$ cat config.mk
export PLATFORM = sky130hd
export DESIGN_NAME = alu_exec_unit_flat
export DESIGN_NICKNAME = d
export VERILOG_FILES = /design/src/rtl/alu_exec_pkg.sv /design/src/rtl/alu_exec_unit_if.sv /design/src/rtl/muldiv_iter.sv /design/src/rtl/alu_exec_unit.sv /design/src/flat_wrapper.sv
export SDC_FILE = /design/constraint.sdc
export NUM_CORES = 1
export LEC_CHECK = 0
export BUFFER_PORTS_ARGS = -buffer_cell sky130_fd_sc_hd__buf_4
export CAP_MARGIN = 20
export CORE_MARGIN = 1.5
export CORE_UTILIZATION = 50
export DETAILED_ROUTE_END_ITERATION = 10
export GPL_TIMING_DRIVEN = 0
export PLACE_DENSITY = 0.77
export SYNTH_ARGS = -nofsm -noshare
export SYNTH_HDL_FRONTEND = slang
export SYNTH_SLANG_ARGS = --single-unit
$ cat constraint.sdc
create_clock -name clk -period 10.7 [get_ports clk]
set_input_delay 0.535 -clock clk [delete_from_list [all_inputs] [get_ports clk]]
set_output_delay 0.535 -clock clk [all_outputs]
set_load 0.1 [all_outputs]
$ cat src/rtl/alu_exec_pkg.sv
// rtl/alu_exec_pkg.sv - shared opcodes, FSM states and defaults for the EX-stage ALU
package alu_exec_pkg;

   localparam int ALU_WIDTH = 32;

   localparam logic [3:0] OP_ADD     = 4'b0000;
   localparam logic [3:0] OP_SUB     = 4'b0001;
   localparam logic [3:0] OP_MULT    = 4'b0010;
   localparam logic [3:0] OP_DIV     = 4'b0011;
   localparam logic [3:0] OP_AND     = 4'b0100;
   localparam logic [3:0] OP_OR      = 4'b0101;
   localparam logic [3:0] OP_NOR     = 4'b0110;
   localparam logic [3:0] OP_XOR     = 4'b0111;
   localparam logic [3:0] OP_BNE     = 4'b1000;
   localparam logic [3:0] OP_BGT     = 4'b1001;
   localparam logic [3:0] OP_BGE     = 4'b1010;
   localparam logic [3:0] OP_BLE     = 4'b1011;
   localparam logic [3:0] OP_INVALID = 4'b1111;

   typedef enum logic [1:0] {
      S_IDLE,
      S_ITER,
      S_FIX,
      S_DONE
   } state_t;

   function automatic logic is_muldiv(input logic [3:0] code);
      return (code == OP_MULT) || (code == OP_DIV);
   endfunction

endpackage

$ cat src/rtl/alu_exec_unit_if.sv
// rtl/alu_exec_unit_if.sv - request/response bundle between control unit and ALU
interface alu_exec_unit_if
   import alu_exec_pkg::*;
#(
   parameter int WIDTH = ALU_WIDTH
) ();
   logic             start;
   logic [3:0]       ALUctr;
   logic [WIDTH-1:0] A;
   logic [WIDTH-1:0] B;
   logic             busy;
   logic             done;
   logic [WIDTH-1:0] result;
   logic [WIDTH-1:0] hi;
   logic [WIDTH-1:0] lo;
   logic             taken;
   logic             ovf;
   logic             div0;
   logic             illegal;

   modport master (
      output start, ALUctr, A, B,
      input  busy, done, result, hi, lo, taken, ovf, div0, illegal
   );

   modport slave (
      input  start, ALUctr, A, B,
      output busy, done, result, hi, lo, taken, ovf, div0, illegal
   );
endinterface

$ cat src/rtl/muldiv_iter.sv
// rtl/muldiv_iter.sv - unsigned iterative multiply (shift-add) / divide (restoring)
module muldiv_iter #(
   parameter int WIDTH = 32,
   parameter int CW    = 6
) (
   input  logic               clk,
   input  logic               reset,
   input  logic               load,
   input  logic               step,
   input  logic               mode,
   input  logic [WIDTH-1:0]   a,
   input  logic [WIDTH-1:0]   b,
   output logic [CW-1:0]      count,
   output logic [2*WIDTH-1:0] acc
);
   logic             is_div;
   logic [WIDTH-1:0] operand;
   logic [WIDTH:0]   add_sum;
   logic [WIDTH:0]   rem_shift;
   logic [WIDTH-1:0] rem_sub;
   logic             rem_ge;

   // acc = {partial product, multiplier} for MULT, {remainder, quotient} for DIV
   assign add_sum   = {1'b0, acc[2*WIDTH-1:WIDTH]} + {1'b0, operand};
   assign rem_shift = acc[2*WIDTH-1:WIDTH-1];
   assign rem_ge    = rem_shift >= {1'b0, operand};
   assign rem_sub   = rem_shift[WIDTH-1:0] - operand;

   always_ff @(posedge clk) begin
      if (reset) begin
         acc     <= '0;
         count   <= '0;
         is_div  <= 1'b0;
         operand <= '0;
      end else if (load) begin
         acc     <= {{WIDTH{1'b0}}, a};
         operand <= b;
         is_div  <= mode;
         count   <= '0;
      end else if (step) begin
         count <= count + CW'(1);
         if (is_div) begin
            acc <= rem_ge ? {rem_sub, acc[WIDTH-2:0], 1'b1}
                          : {rem_shift[WIDTH-1:0], acc[WIDTH-2:0], 1'b0};
         end else begin
            acc <= acc[0] ? {add_sum, acc[WIDTH-1:1]} : {1'b0, acc[2*WIDTH-1:1]};
         end
      end
   end
endmodule

$ cat src/rtl/alu_exec_unit.sv
// rtl/alu_exec_unit.sv - EX-stage ALU: single-cycle ops plus iterative signed MULT/DIV
module alu_exec_unit
   import alu_exec_pkg::*;
#(
   parameter int WIDTH = ALU_WIDTH,
   parameter int ITER  = WIDTH
) (
   input  logic clk,
   input  logic reset,
   alu_exec_unit_if.slave bus
);
   localparam int CW  = $clog2(ITER + 1);
   localparam int MSB = WIDTH - 1;

   state_t             state;
   logic               is_div, sign_a, sign_b, b_zero;
   logic [WIDTH-1:0]   a_raw;
   logic               md_load, md_step;
   logic [CW-1:0]      md_count;
   logic [2*WIDTH-1:0] md_acc;
   logic [WIDTH-1:0]   a_abs, b_abs, sum, diff;
   logic [2*WIDTH-1:0] prod;
   logic [WIDTH-1:0]   quo, rem;
   logic [WIDTH-1:0]   sc_result;
   logic               sc_ovf, sc_taken, sc_illegal, sets_ovf, sets_taken;

   assign sum     = bus.A + bus.B;
   assign diff    = bus.A - bus.B;
   assign a_abs   = bus.A[MSB] ? -bus.A : bus.A;
   assign b_abs   = bus.B[MSB] ? -bus.B : bus.B;
   assign md_load = (state == S_IDLE) && bus.start && is_muldiv(bus.ALUctr);
   assign md_step = (state == S_ITER);

   muldiv_iter #(.WIDTH(WIDTH), .CW(CW)) u_muldiv (
      .clk   (clk),
      .reset (reset),
      .load  (md_load),
      .step  (md_step),
      .mode  (bus.ALUctr == OP_DIV),
      .a     (a_abs),
      .b     (b_abs),
      .count (md_count),
      .acc   (md_acc)
   );

   // Remainder follows the dividend's sign; quotient and product follow sign_a^sign_b
   assign prod = (sign_a ^ sign_b) ? -md_acc : md_acc;
   assign quo  = (sign_a ^ sign_b) ? -md_acc[WIDTH-1:0] : md_acc[WIDTH-1:0];
   assign rem  = sign_a ? -md_acc[2*WIDTH-1:WIDTH] : md_acc[2*WIDTH-1:WIDTH];

   always_comb begin
      sc_result  = '0;
      sc_ovf     = 1'b0;
      sc_taken   = 1'b0;
      sc_illegal = 1'b0;
      sets_ovf   = 1'b0;
      sets_taken = 1'b0;
      case (bus.ALUctr)
         OP_ADD: begin
            sc_result = sum;
            sc_ovf    = (bus.A[MSB] == bus.B[MSB]) && (sum[MSB] != bus.A[MSB]);
            sets_ovf  = 1'b1;
         end
         OP_SUB: begin
            sc_result = diff;
            sc_ovf    = (bus.A[MSB] != bus.B[MSB]) && (diff[MSB] != bus.A[MSB]);
            sets_ovf  = 1'b1;
         end
         OP_AND: sc_result = bus.A & bus.B;
         OP_OR:  sc_result = bus.A | bus.B;
         OP_NOR: sc_result = ~(bus.A | bus.B);
         OP_XOR: sc_result = bus.A ^ bus.B;
         OP_BNE, OP_BGT, OP_BGE, OP_BLE: begin
            sc_result  = diff;
            sets_taken = 1'b1;
            case (bus.ALUctr)
               OP_BNE:  sc_taken = bus.A != bus.B;
               OP_BGT:  sc_taken = $signed(bus.A) >  $signed(bus.B);
               OP_BGE:  sc_taken = $signed(bus.A) >= $signed(bus.B);
               default: sc_taken = $signed(bus.A) <= $signed(bus.B);
            endcase
         end
         OP_MULT, OP_DIV: sc_result = '0;
         default: sc_illegal = 1'b1;
      endcase
   end

   always_ff @(posedge clk) begin
      if (reset) begin
         state       <= S_IDLE;
         is_div      <= 1'b0;
         sign_a      <= 1'b0;
         sign_b      <= 1'b0;
         b_zero      <= 1'b0;
         a_raw       <= '0;
         bus.busy    <= 1'b0;
         bus.done    <= 1'b0;
         bus.result  <= '0;
         bus.hi      <= '0;
         bus.lo      <= '0;
         bus.taken   <= 1'b0;
         bus.ovf     <= 1'b0;
         bus.div0    <= 1'b0;
         bus.illegal <= 1'b0;
      end else begin
         case (state)
            S_IDLE: begin
               if (bus.start && is_muldiv(bus.ALUctr)) begin
                  is_div   <= (bus.ALUctr == OP_DIV);
                  sign_a   <= bus.A[MSB];
                  sign_b   <= bus.B[MSB];
                  b_zero   <= (bus.B == '0);
                  a_raw    <= bus.A;
                  bus.busy <= 1'b1;
                  state    <= S_ITER;
               end else if (bus.start) begin
                  bus.result  <= sc_result;
                  bus.illegal <= sc_illegal;
                  if (sets_ovf)   bus.ovf   <= sc_ovf;
                  if (sets_taken) bus.taken <= sc_taken;
                  bus.done    <= 1'b1;
                  state       <= S_DONE;
               end
            end
            S_ITER: begin
               if (md_count == CW'(ITER - 1)) state <= S_FIX;
            end
            S_FIX: begin
               if (is_div) begin
                  bus.hi     <= b_zero ? a_raw : rem;
                  bus.lo     <= b_zero ? {WIDTH{1'b1}} : quo;
                  bus.result <= b_zero ? {WIDTH{1'b1}} : quo;
                  bus.div0   <= b_zero;
               end else begin
                  bus.hi     <= prod[2*WIDTH-1:WIDTH];
                  bus.lo     <= prod[WIDTH-1:0];
                  bus.result <= prod[WIDTH-1:0];
               end
               bus.illegal <= 1'b0;
               bus.busy    <= 1'b0;
               bus.done    <= 1'b1;
               state       <= S_DONE;
            end
            S_DONE: begin
               bus.done <= 1'b0;
               state    <= S_IDLE;
            end
            default: state <= S_IDLE;
         endcase
      end
   end
endmodule

$ cat src/flat_wrapper.sv
// flat-port wrapper written by rule: the top's interface ports become plain ports
module alu_exec_unit_flat import alu_exec_pkg::*;
#(
   parameter int WIDTH = ALU_WIDTH,
   parameter int ITER  = WIDTH
)
  (clk, reset, bus_start, bus_ALUctr, bus_A, bus_B, bus_busy, bus_done, bus_result, bus_hi, bus_lo, bus_taken, bus_ovf, bus_div0, bus_illegal);
  alu_exec_unit_if #(.WIDTH(WIDTH)) bus_i ();
  input  logic clk;
  input  logic reset;
  input wire logic [$bits(bus_i.start)-1:0] bus_start;
  input wire logic [$bits(bus_i.ALUctr)-1:0] bus_ALUctr;
  input wire logic [$bits(bus_i.A)-1:0] bus_A;
  input wire logic [$bits(bus_i.B)-1:0] bus_B;
  output wire logic [$bits(bus_i.busy)-1:0] bus_busy;
  output wire logic [$bits(bus_i.done)-1:0] bus_done;
  output wire logic [$bits(bus_i.result)-1:0] bus_result;
  output wire logic [$bits(bus_i.hi)-1:0] bus_hi;
  output wire logic [$bits(bus_i.lo)-1:0] bus_lo;
  output wire logic [$bits(bus_i.taken)-1:0] bus_taken;
  output wire logic [$bits(bus_i.ovf)-1:0] bus_ovf;
  output wire logic [$bits(bus_i.div0)-1:0] bus_div0;
  output wire logic [$bits(bus_i.illegal)-1:0] bus_illegal;
  assign bus_i.start = bus_start;
  assign bus_i.ALUctr = bus_ALUctr;
  assign bus_i.A = bus_A;
  assign bus_i.B = bus_B;
  assign bus_busy = bus_i.busy;
  assign bus_done = bus_i.done;
  assign bus_result = bus_i.result;
  assign bus_hi = bus_i.hi;
  assign bus_lo = bus_i.lo;
  assign bus_taken = bus_i.taken;
  assign bus_ovf = bus_i.ovf;
  assign bus_div0 = bus_i.div0;
  assign bus_illegal = bus_i.illegal;
  alu_exec_unit #(.WIDTH(WIDTH), .ITER(ITER)) u_core (.clk(clk), .reset(reset), .bus(bus_i));
endmodule
==> results of run 1 <==
==> cell type report <==
type	instances	share of cell area, %
sequential	242	18.7
buffer	247	3.75
clock buffer	39	3.25
timing repair buffer	171	4.96
tap	600	2.89
multi-input combinational	2509	63.9
clock inverter	11	0.385
inverter	155	2.24
==> worst reg2reg max path, delay by kind of cell (launching register included) <==
| family | cells | cell delay [ns] |
|---|---|---|
| AOI/OAI and AO/OA | 7 | 2.64 |
| adders and majority gates | 1 | 0.32 |
| buffers and inverters | 2 | 0.77 |
| DFF | 1 | 0.48 |
| and+or+nand+nor | 3 | 0.49 |
==> flip-flops by register name, indices dropped and copies added (netlist names) <==
register                 count
u_core.state                 2
u_core.bus.busy              1
u_core.bus.illegal           1
u_core.bus.lo               32
u_core.a_raw                32
u_core.bus.ovf               1
u_core.bus.hi               32
u_core.bus.div0              1
u_core.u_muldiv.count        6
u_core.bus.done              1
u_core.bus.taken             1
u_core.u_muldiv.is_div       1
u_core.is_div                1
u_core.sign_b                1
u_core.b_zero                1
u_core.u_muldiv.acc         64
u_core.u_muldiv.operand     32
u_core.bus.result           32
==> through the flow <==
stage                     worst slack (ns)  instances
after floorplan                       7.30       3153
after global placement                5.78       3923
after detailed placement              5.85       3924
after CTS                             6.08       3974
after global routing                  5.78       3974
final                                 5.81       3974
==> final timing paths <==
kind	slack, ns	cells after the start	start	to
hold reg to reg	0.46	2	u_core.a_raw[28]$_SDFFE_PP0P_	u_core.a_raw[28]$_SDFFE_PP0P_
setup / recovery	5.81	13	bus_A[13]	u_core.bus.result[29]$_SDFFE_PP0P_
hold / removal	0.27	3	bus_A[0]	u_core.a_raw[0]$_SDFFE_PP0P_
setup reg to reg	5.87	13	u_core.u_muldiv.operand[1]$_SDFFE_PP0P_	u_core.u_muldiv.acc[43]$_SDFFE_PP0P_
==> placed cells by master (no fill, tap or decap), drive strengths merged, types with 33 or more instances in the layout <==
cell,instances
or3,33
nand2,295
inv,155
xnor2,144
nand3,36
a21oi,286
nand2b,52
a21o,53
o21ai,208
ha,173
a211oi,131
nor3,51
dfxtp,242
nor2b,33
nor2,306
buf,207
xor2,63
mux2i,110
a31oi,41
clkbuf,250
o31ai,41
o211ai,68
==> cells in the mapped netlist (all sizes together) (16+ instances only) <==
library cell,n,area (um2)
a311oi,20,175
a31oi,41,257
a21o,53,398
clkbuf,211,803
ha,173,2160
o221ai,16,140
o21a,17,128
or3,33,225
xor2,63,552
xnor2,144,1260
nor3,51,255
a221oi,20,175
nand2,295,1110
nor2,306,1150
and3,19,119
nand3,36,180
nor4,23,150
o21ai,208,1040
o31ai,41,308
dfxtp,242,4840
a21oi,286,1440
o41ai,17,149
a211oi,131,988
mux2i,110,1100
inv,153,574
nand2b,52,325
o22ai,25,156
o211ai,68,515
nor2b,33,206
buf,36,171
nand4,32,200
or4,18,150
==> per-layer routing <==
metal  GRT usage (%)  vias to the layer above  share of wire [%]
li1                -                    11822                  -
met1            55.3                    12331                 38
met2            66.4                     1880                 41
met3            10.1                      440                 12
met4            33.9                        4                9.1
met5               0                        -              0.025
==> cell families after synthesis <==
logic type / share of synthesized area (%)
compound gates: 29.8
xor+xnor: 7.89
fa+ha+maj: 9.76
buf+inv: 6.77
flops: 21.1
mux: 5.43
simple gates: 19.3
==> report_power, final <==
part	switching [W]	internal, W
Combinational	0.00250	0.00103
Clock	0.000427	0.000574
Sequential	0.000151	0.00104
==> metrics.yaml, run 1 <==
status: "finished clean"
globalplace.congestion: 1.06
worstPathRequired_ns: 11.11
hold_buffers: 0
ios: 173
die-area_mm2: 0.0473
routed_wl_um: 109000
min_period_ns: 4.89
place.port_buffers: 170
grt_pass1_vias: 24508
track_usage_pct: 44.4
nFillCells: 4482
multi_input_area_mm2: 0.0166
critical_path_arrival_ns: 5.30
synth_edf_count: 0
cts_buffers: 28
ant_nets: 0
syn_avg_cell_area_um2: 7.29
postLayoutCoreUtil_pct: 57.2
antenna_found_initial: 2
initial_core_util_pct: 50.7
hold_violations: 0
synth_cells: 3153
rows: 78
final_area_mm2: 0.0260
cp-end-kind: "register"
crit_buf_inv: 3
ctsRootBufferMaster: "clkbuf_16"
synth_nets: 3401
synthesis.area_mm2: 0.0230
cts_setup_buffers: 0
die_h_um: 217
cts_tree: "yes"
post_cts_resized: 0
ys_warn_count: 0
path_max_fanout: 10
clk_pin_slew_ns: 0.06
max_freq_mhz: 205
grt-ovfl-total: 0
max_cap_violations: 0
worst_path_max_delay_cell: "a221oi_1"
area_growth_pct: 13.0
slew_violations: 0
first_pass_iters: 8
worst_slew_pin_slew_ns: 1.33
antenna_cells: 0
avgRoutedWirePerCell_um: 27.4
slew_headroom_pct: 11.1
hold_class: "in -> reg"
core_area_mm2: 0.0454
rsz0062_at_grt: "no"
yosysSeqAreaShare_pct: 21.1
fin_total_pwr_w: 0.00572
static-leakage-power_nw: 10.3
ys_types: 84
vdd_drop_max_v: 0.000563
crit_path_cell_trace: "buf_4 > inv_1 > ha_1 > clkbuf_1 > nand2_1 > or4_1 > nor3_1 > nand2_1 > a221o_1 > o21ai_0 > xnor2_1 > a221oi_1 > o21ai_0"
slowest_delay_ns: 1.08
vias: 26477
drive_above_1_share_pct: 8.54
ys_ff_latch: 242
place_hpwl_um: 85700
grt_pass1_wl_um: 157000
register_area_mm2: 0.00484
insertion_delay_ns: 0.58
grt_max_degree: 14
critical_path_class: "in -> reg"
die_w_um: 217
fin_nets: 3602
p_per_area_mw_per_mm2: 220
initialDrtViolationCount: 3574
fin_skew_ns: 0.00865
clockBufferDepth: 3
vias_per_cell: 6.66
synthFlopType: "dfxtp_1"
worstSetupStartpointType: "input pin"
finalSetupViolations: 0
path_delay_family: "compound AO/OA/AOI/OAI gates"
setup_tns_ns: 0
drcViolationCount: 0
period_share_pct: 45.7
placed_cell_area_mm2: 0.0250
synth-async-reset-ratio_pct: 0
htreeDepth: 1
hold_ws_ns: 0.273
cts.sinks: 242
No activity file was read; power rests on OpenSTA's default activity.
==> inputs of run 2 (changes only) <==
- clock period: 10.7 -> 4.7 ns (I/O delays scaled with it)
==> run 2 against run 1 <==
  * Sequential power grew 130%
  * Largest power group unchanged
  * Count of clock-buffer cells in the layout is the same
  * Non-clock buffer count grew 7
  * Clock power grew 130%
  * Sequential cell count is the same
==> metrics.yaml, run 2 (synthesis gave the netlist of run 1 again) <==
grt-ovfl-total: 0  # unchanged
min_period_ns: 4.66
timing.final.ws_setup_ns: 0.0389  # -5.77 ns
setup_tns_ns: 0  # unchanged
place_hpwl_um: 85700  # unchanged
crit_path_cell_trace: "inv_1 > ha_1 > nand2b_1 > a21oi_1 > o311ai_0 > a211oi_1 > nor3_1 > o21ai_0 > a21oi_2 > clkbuf_1 > nor2_1 > a211oi_1 > o21ai_0"
p_per_area_mw_per_mm2: 500  # +130%
globalplace.congestion: 1.06  # unchanged
max_cap_violations: 0  # unchanged
mostFrequentLayoutCells: "nor2_1, nand2_1, a21oi_1, dfxtp_1, clkbuf_1"
grt_pass1_wl_um: 157000  # about the same
hp-start: "bus_A[1]"
slowest_delay_ns: 0.74  # -0.34 ns
critical_path_arrival_ns: 5.11  # -0.19 ns
hold_path_depth: 3  # unchanged
fin_nets: 3609  # +0.19%
cts.sinks: 242  # unchanged
fin_total_pwr_w: 0.0130  # +130%
grt_pass1_vias: 24527  # +0.078%
vias: 26551  # +0.28%
initialDrtViolationCount: 3439  # -3.8%
final_common_cell: "nor2_1"
cts_setup_buffers: 0  # unchanged
holdPathEnd: "u_core.a_raw[1]$_SDFFE_PP0P_"
path_max_fanout: 10  # unchanged
drcViolationCount: 0  # unchanged
register_area_mm2: 0.00484  # unchanged
antenna_cells: 0  # unchanged
multi_input_area_mm2: 0.0166  # about the same
period_share_pct: 99.2
avgRoutedWirePerCell_um: 27.3  # -0.20%
slew_violations: 0  # unchanged
track_usage_pct: 44.4  # about the same
fin_skew_ns: 0.00995  # +0.00130 ns
regMostFlops: "u_core.u_muldiv.acc"
worstPathRequired_ns: 5.15  # -5.96 ns
antenna_found_initial: 2  # unchanged
static-leakage-power_nw: 10.3  # +0.31%
critical_path_class: "reg -> reg"
reg2reg_depth: 13  # unchanged
cts_buffers: 28  # unchanged
htreeDepth: 1  # unchanged
worstSetupStartpointType: "register"
grt_max_degree: 14  # unchanged
vias_per_cell: 6.67  # +0.10%
ctsRootBufferMaster: "clkbuf_16"
clockBufferDepth: 3  # unchanged
die-area_mm2: 0.0473  # unchanged
place.port_buffers: 170  # unchanged
dp_slack_ns: 0.113  # -5.74 ns
die_w_um: 217  # unchanged
area_growth_pct: 13.3
cp-end-kind: "register"
nFillCells: 4471  # -0.25%
core_area_mm2: 0.0454  # unchanged
cts_tree: "yes"
clk_pin_slew_ns: 0.06  # about the same
routed_wl_um: 109000  # about the same
hold_violations: 0  # unchanged
largest_reg_flops: 64  # unchanged
rrSetupSlack_ns: 0.04  # -5.83 ns
ant_nets: 0  # unchanged
drive_above_1_share_pct: 8.58  # +0.041 points
ios: 173  # unchanged
die_h_um: 217  # unchanged
insertion_delay_ns: 0.58  # about the same
initial_core_util_pct: 50.7  # unchanged
r2r_start: "u_core.u_muldiv.operand[1]$_SDFFE_PP0P_"
postLayoutCoreUtil_pct: 57.4  # +0.18 points
worstReg2RegEnd: "u_core.u_muldiv.acc[43]$_SDFFE_PP0P_"
first_pass_iters: 8  # unchanged
finalSetupViolations: 0  # unchanged
rows: 78  # unchanged
rsz0062_at_grt: "no"
hold_class: "in -> reg"
slew_headroom_pct: 21.1  # +10 points
vdd_drop_max_v: 0.00128  # +130%
worst_slew_pin_slew_ns: 1.17  # -0.162 ns
status: "finished clean"
worst_path_max_delay_cell: "o311ai_0"
max_freq_mhz: 215
## run 2: changes by cell type in the layout (fill, tap and decap cells not counted)
| cell | delta |
|---|---|
| a221oi_2 | +1 |
| a221oi_1 | -1 |
| a21oi_2 | +1 |
| dlygate4sd3_1 | +7 |
| a21oi_1 | -1 |
## run 2: worst max path at each step
stage / from / end / slack [ns] / cells after the start
floorplan: u_core.u_muldiv.acc[32]$_SDFFE_PP0P_ / u_core.bus.hi[28]$_SDFFE_PP0P_ / 1.30 / 12
global placement: bus_ALUctr[1] / u_core.bus.result[14]$_SDFFE_PP0P_ / 0.08 / 8
detailed placement: u_core.u_muldiv.operand[1]$_SDFFE_PP0P_ / u_core.u_muldiv.acc[43]$_SDFFE_PP0P_ / 0.11 / 13
CTS: u_core.u_muldiv.operand[1]$_SDFFE_PP0P_ / u_core.u_muldiv.acc[43]$_SDFFE_PP0P_ / 0.08 / 13
global route: u_core.u_muldiv.operand[1]$_SDFFE_PP0P_ / u_core.u_muldiv.acc[43]$_SDFFE_PP0P_ / 0.002 / 13
finish: u_core.u_muldiv.operand[1]$_SDFFE_PP0P_ / u_core.u_muldiv.acc[43]$_SDFFE_PP0P_ / 0.04 / 13
## run 2: power by group
group	total [W]	internal, W	switching (W)
Combinational	0.00804	0.00234	0.00569
Clock	0.00228	0.00131	0.000979
Sequential	0.00272	0.00238	0.000342
## run 2: metrics by stage
step           cell area (um2)  std cells  hold WS [ns]
6_report                 26100       3981       0.00860
5_1_grt                  26100       3981        0.0184
4_1_cts                  26000       3981       0.00357
3_5_place_dp             25000       3924         0.453
3_3_place_gp             25000       3923         0.448
2_1_floorplan            23000       3153         0.371
## run 2: area by class of cell
cell class / count / area share (%)
Clock inverter: 11 / 0.384
Inverter: 155 / 2.23
Timing Repair Buffer: 178 / 5.21
Sequential cell: 242 / 18.6
Clock buffer: 39 / 3.24
Tap cell: 600 / 2.88
Buffer: 247 / 3.74
Multi-Input combinational cell: 2509 / 63.7
## run 2: per-layer routing
metal | vias up | share of wire (%) | global-route usage [%]
met4 | 4 | 9.1 | 33.8
met1 | 12388 | 38 | 55.4
met5 | - | 0.025 | 0
met2 | 1865 | 41 | 66.5
li1 | 11855 | - | -
met3 | 439 | 12 | 10.1
## run 2: worst max-delay path: cells and delay by family, from the launching register on
family	cells	cell delay (ns)
adders and majority gates	1	0.32
DFF	1	0.48
and+or+nand+nor	3	0.49
AOI/OAI and AO/OA	7	2.48
buffers and inverters	2	0.76
## run 2: timing repair
item / 4_1_cts / 5_1_grt
hold endpoints to repair: 7 / 0
hold buffers: 7 / 0
endpoints found under the setup margin: 0 / 21
gates resized for setup: 0 / 2
